===== config.mk =====
export PLATFORM = sky130hd
export DESIGN_NAME = mux_nway_pipe
export DESIGN_NICKNAME = d
export VERILOG_FILES = /design/src/rtl/mux_nway_pkg.sv /design/src/rtl/mux_nway_pipe_rr_arbiter.sv /design/src/rtl/mux_nway_pipe.sv
export SDC_FILE = /design/constraint.sdc
export NUM_CORES = 1
export LEC_CHECK = 0
export BUFFER_PORTS_ARGS = -buffer_cell sky130_fd_sc_hd__buf_4
export CAP_MARGIN = 15
export CORE_ASPECT_RATIO = 1.25
export CORE_MARGIN = 2
export CORE_UTILIZATION = 41
export CTS_BUF_LIST = sky130_fd_sc_hd__clkbuf_2
export DETAILED_ROUTE_END_ITERATION = 12
export GPL_TIMING_DRIVEN = 0
export PLACE_DENSITY_LB_ADDON = 0.2
export SLEW_MARGIN = 10
export SYNTH_ARGS = -nofsm -noshare
export SYNTH_HDL_FRONTEND = slang
export SYNTH_SLANG_ARGS = --single-unit

===== constraint.sdc =====
create_clock -name Clk -period 1.6 [get_ports Clk]
set_input_delay 0.32 -clock Clk [delete_from_list [all_inputs] [get_ports Clk]]
set_output_delay 0.32 -clock Clk [all_outputs]
set_load 0.02 [all_outputs]

===== src/rtl/mux_nway_pkg.sv =====
// mux_nway_pkg
//   Shared definitions for the N-way registered multiplexer:
//   - MODE_FIXED / MODE_RR : values of the Mode input
//   - sel_t                : channel index type wide enough for up to 16 channels
//   - clog2                : ceiling log2 for sizing select fields
package mux_nway_pkg;

    localparam logic MODE_FIXED = 1'b0;
    localparam logic MODE_RR    = 1'b1;

    localparam int MAX_IN = 16;

    typedef logic [3:0] sel_t;

    function automatic int clog2(input int n);
        int r;
        r = 0;
        while ((1 << r) < n) begin
            r = r + 1;
        end
        return r;
    endfunction

endpackage


===== src/rtl/mux_nway_pipe_rr_arbiter.sv =====
// rr_arbiter
//   Combinational round-robin arbiter. Grants the first requesting channel
//   found scanning ptr+1, ptr+2, ... modulo NUM_IN, so the channel at ptr
//   has the lowest priority.
// Ports:
//   req     in   NUM_IN  request vector (one bit per channel)
//   ptr     in   SEL_W   index of the most recently granted channel
//   gnt_idx out  SEL_W   granted channel index (0 when nothing granted)
//   gnt_vld out  1       a channel was granted
module rr_arbiter #(
    parameter int NUM_IN = 4,
    parameter int SEL_W  = 2
) (
    input  logic [NUM_IN-1:0] req,
    input  logic [SEL_W-1:0]  ptr,
    output logic [SEL_W-1:0]  gnt_idx,
    output logic              gnt_vld
);

    // Scan distances from farthest to nearest; the last hit wins, which is
    // the nearest requester after ptr.
    always_comb begin
        gnt_idx = '0;
        gnt_vld = 1'b0;
        for (int k = NUM_IN; k >= 1; k--) begin
            for (int j = 0; j < NUM_IN; j++) begin
                if (req[j] && (j == (int'(ptr) + k) % NUM_IN)) begin
                    gnt_vld = 1'b1;
                    gnt_idx = SEL_W'(j);
                end
            end
        end
    end

endmodule


===== src/rtl/mux_nway_pipe.sv =====
// mux_nway_pipe
//   N-input, WIDTH-bit multiplexer with a one-deep registered output and a
//   valid/ready handshake on every input and on the output. An out-of-range
//   select grants nothing. Optional round-robin source selection is built
//   only when MUX_NWAY_ROUND_ROBIN_EN is defined; otherwise Mode is ignored.
// Ports:
//   Clk        in   1             rising-edge clock
//   Rst_n      in   1             synchronous active-low reset
//   In         in   NUM_IN*WIDTH  packed inputs, channel i = In[i*WIDTH +: WIDTH]
//   In_valid   in   NUM_IN        per-channel valid
//   In_ready   out  NUM_IN        per-channel ready, one-hot or zero
//   Sel        in   SEL_W         channel select in fixed mode
//   Mode       in   1             0 fixed select, 1 round-robin (macro builds only)
//   Out        out  WIDTH         registered selected word
//   Out_valid  out  1             Out holds an unconsumed word
//   Out_ready  in   1             consumer takes Out this cycle
//   Out_src    out  SEL_W         channel that produced Out
module mux_nway_pipe
    import mux_nway_pkg::*;
#(
    parameter int WIDTH  = 32,
    parameter int NUM_IN = 4,
    parameter int SEL_W  = 2
) (
    input  logic                    Clk,
    input  logic                    Rst_n,
    input  logic [NUM_IN*WIDTH-1:0] In,
    input  logic [NUM_IN-1:0]       In_valid,
    output logic [NUM_IN-1:0]       In_ready,
    input  logic [SEL_W-1:0]        Sel,
    input  logic                    Mode,
    output logic [WIDTH-1:0]        Out,
    output logic                    Out_valid,
    input  logic                    Out_ready,
    output logic [SEL_W-1:0]        Out_src
);

    logic [WIDTH-1:0]  out_p1;
    logic              vld_p1;
    logic [SEL_W-1:0]  src_p1;

    logic              can_load;
    logic [SEL_W-1:0]  gnt;
    logic              gnt_vld;
    logic [NUM_IN-1:0] rdy;
    logic              xfer;
    logic [WIDTH-1:0]  sel_word;

`ifdef MUX_NWAY_ROUND_ROBIN_EN
    logic [SEL_W-1:0]  rr_ptr;
    logic [SEL_W-1:0]  rr_gnt;
    logic              rr_vld;

    rr_arbiter #(
        .NUM_IN (NUM_IN),
        .SEL_W  (SEL_W)
    ) u_rr_arbiter (
        .req     (In_valid),
        .ptr     (rr_ptr),
        .gnt_idx (rr_gnt),
        .gnt_vld (rr_vld)
    );
`else
    logic unused_mode;
    assign unused_mode = Mode;
`endif

    assign can_load = !vld_p1 || Out_ready;

    // Grant selection: fixed select unless round-robin mode is built and active.
    always_comb begin
        gnt     = Sel;
        gnt_vld = (int'(Sel) < NUM_IN);
`ifdef MUX_NWAY_ROUND_ROBIN_EN
        if (Mode == MODE_RR) begin
            gnt     = rr_gnt;
            gnt_vld = rr_vld;
        end
`endif
    end

    // Ready goes only to the granted channel and is forced low in reset.
    always_comb begin
        rdy      = '0;
        sel_word = '0;
        for (int i = 0; i < NUM_IN; i++) begin
            if (int'(gnt) == i) begin
                rdy[i]   = Rst_n && can_load && gnt_vld;
                sel_word = In[i*WIDTH +: WIDTH];
            end
        end
    end

    assign xfer     = |(In_valid & rdy);
    assign In_ready = rdy;

    // ---- stage p1: output register ----
    always_ff @(posedge Clk) begin
        if (!Rst_n) begin
            out_p1 <= '0;
            src_p1 <= '0;
            vld_p1 <= 1'b0;
        end else if (xfer) begin
            out_p1 <= sel_word;
            src_p1 <= gnt;
            vld_p1 <= 1'b1;
        end else if (Out_ready) begin
            vld_p1 <= 1'b0;
        end
    end

`ifdef MUX_NWAY_ROUND_ROBIN_EN
    // Pointer starts at the last channel so the first round-robin grant is 0.
    always_ff @(posedge Clk) begin
        if (!Rst_n) begin
            rr_ptr <= SEL_W'(NUM_IN - 1);
        end else if (xfer && (Mode == MODE_RR)) begin
            rr_ptr <= gnt;
        end
    end
`endif

    assign Out       = out_p1;
    assign Out_valid = vld_p1;
    assign Out_src   = src_p1;

endmodule


==> flow_summary_export.csv <==
group,metric,value,unit
hold_path,min-delay-path-class,"input pin to register",
sta,rsz0062_at_grt,"yes",
synth,syn_inst,213,
power_and_ir_drop,vdd_ir_drop_max,508,uV
sta,finalCriticalPeriod,1550,ps
place,place_area,3690,um2
synth,yosysSeqAreaShare,0.304,
detailed_routing,antenna_left,0,
clocking,ctsHoldBuffers,0,
place,pre_cts_ws,-152,ps
die,die_w,71.1,um
sta,hold_viol_final,0,
global_route,grt_overflow,0,
die,core-area,5440,um2
detailed_routing,drtPass1Iterations,4,
sta,tns,0,ps
detailed_routing,num_vias,2463,
sta,worst_pin_slew,448,ps
sta,finalClockSkew,8.01,ps
power_and_ir_drop,p_per_area,659,nW/um2
setup_path,r2r_setup_slack,110,ps
setup_path,critPathMaxStageDelay,220,ps
clocking,cts_buffer_depth,2,
final_layout,fin_cells,457,
final_layout,num_antenna_cells,0,
hold_path,hold_depth,2,
setup_path,r2r_cells,5,
setup_path,cp.arrival,1230,ps
setup_path,cpMostUsedCell,"buf_4",
setup_path,reg2reg_from,"Out_valid",
place,place.gp.congestion,0.703,
final_layout,layout_common_cells,"176 x buf_4, 35 x nand3_1, 34 x dfxtp_1, 30 x mux4_2, 30 x a21boi_1",
clocking,h-tree-depth,2,
place,dpl.cell_count,451,
hold_path,min_from,"Rst_n",
die,die_y,87.8,um
synth,syn_area,2310,um2
sta,fmax,0.647,GHz
run_status,outcome,"finished clean",
detailed_routing,wl_per_cell,15.9,um
synth,avgSynthCellArea,10.8,um2
power_and_ir_drop,totalPowerFinal,2.49,mW
hold_path,min_to,"Out[15]",
synth,synth_area_leaders,"dfxtp_1 30%, mux4_2 29%, a21boi_1 9.8%",
clocking,path_clk_slew,170,ps
die,io_pins,177,
final_layout,fin_area,3780,um2
clocking,cts_tree,"yes",
synth,synth_warnings,0,
synth,synth_top_cell_area_share,0.304,
flow_run,cap_viol_max_count,0,
clocking,clk_latency,380,ps
detailed_routing,drt_iter0_drc,61,
final_layout,syn_to_final_growth,63.8,%
sta,setup_ws,53.9,ps
die,num_rows,30,
place,dp_hpwl,5830,um
power_and_ir_drop,p_leak,1.71,nW
synth,synth-seq-cells,35,
global_route,grt_max_degree,11,
synth,synth_area_leader_cell,"dfxtp_1",
clocking,cts_root_buf,"clkbuf_2",
die,die_area,6240,um2
setup_path,cp_max_fo,10,
global_route,grt_usage,0.219,
global_route,antenna_found_initial,0,
clocking,numCtsBuffers,5,
setup_path,cp_slowest_cell,"clkbuf_4",
setup_path,r2r-end,"Out[27]",
sta,setup_viol_count_final,0,
sta,relSlewSlack,0.701,
synth,syn_nets,351,
global_route,grt_pass1_vias,2365,
final_layout,drive_gt1_frac,0.618,
final_layout,fillers,455,
setup_path,start_kind,"input pin",
clocking,numClockSinks,35,
detailed_routing,vias_per_cell,5.39,
setup_path,cp.required,1280,ps
sta,drv_slew,0,
global_route,grt_pass1_wl,10700,um
die,initial_core_util,0.424,
setup_path,path_cells,"buf_4, clkbuf_4, buf_4, nand3_1, nor2_1, buf_4",
detailed_routing,wl,7280,um
final_layout,mostFrequentLayoutCell,"buf_4",
setup_path,setup.worst_path.class,"input pin to output port",
synth,synthDistinctLibCells,28,
setup_path,critPathCaptureType,"output port",
place,io_buffers,174,
detailed_routing,drc_errors,0,
sta,timing.final.crit_share,0.966,
final_layout,final_nets,531,
## flip-flops by register name, summed over array words and instances, names as in the netlist
register   cells
Out_valid      1
Out           32
Out_src        2
## through the flow
| stage | utilization | hold WS (ps) |
|---|---|---|
| 3_5_place_dp | 0.678 | 457 |
| 5_1_grt | 0.694 | 217 |
| 6_report | 0.694 | 258 |
| 4_1_cts | 0.692 | 239 |
| 2_1_floorplan | - | 542 |
| 3_3_place_gp | 0.678 | 449 |
## layer usage
layer | wire (um) | up-vias | global-route usage
li1 | - | 1186 | -
met5 | 0 | - | 0
met3 | 573 | 8 | 0.0679
met4 | 85 | 0 | 0.0738
met1 | 2650 | 1168 | 0.237
met2 | 3980 | 101 | 0.406
## cell usage after synthesis, drive strengths merged
library cell and n:
a21boi 34, inv 2, and3 1, nand2 2, nand3 35, dfxtp 35
nor2b 2, or3 1, nor3 3, mux2i 1, a21oi 1, clkbuf 9
mux4 32, mux2 1, buf 17, nand2b 1, o21ai 34, nor2 2
## power breakdown
group	switching [mW]	internal, mW
combinational	0.401	0.548
sequential	0.0386	0.947
clock	0.292	0.264
## worst max path at each step
stage,depth (start not counted),start,endpoint
after detailed placement,5,Rst_n,In_ready[3]
after global routing,5,Out_valid,Out[25]
final,6,Sel[1],In_ready[2]
after global placement,7,Sel[0],Out[7]
after CTS,4,Out_valid,In_ready[0]
after floorplan,4,Sel[0],In_ready[1]
## kinds of logic after synthesis
group                  count (synthesis)  synth area share
AO/OA/AOI/OAI                         69             0.190
AND/OR/NAND/NOR                       47             0.107
flip-flops                            35             0.304
multiplexers                          34             0.327
buffers and inverters                 28            0.0727
## what timing repair did
action,CTS,global route
buffers inserted,1,0
setup endpoints to repair,7,34
gates resized for setup,4,7
## cell type report
| class | instances | area [um2] | area share |
|---|---|---|---|
| Sequential cell | 35 | 702 | 0.186 |
| Multi-Input combinational cell | 150 | 1460 | 0.385 |
| Timing Repair Buffer | 175 | 1310 | 0.348 |
| Clock inverter | 1 | 30.0 | 0.00795 |
| Buffer | 24 | 159 | 0.0421 |
| Tap cell | 64 | 80.1 | 0.0212 |
| Inverter | 2 | 7.51 | 0.00199 |
| Clock buffer | 6 | 30.0 | 0.00795 |
## critical path, delay by kind of cell
kind,cells,cell delay (ps)
AND/OR/NAND/NOR,2,210
buffers and inverters,4,690
Power figures use the tool's default switching activity.
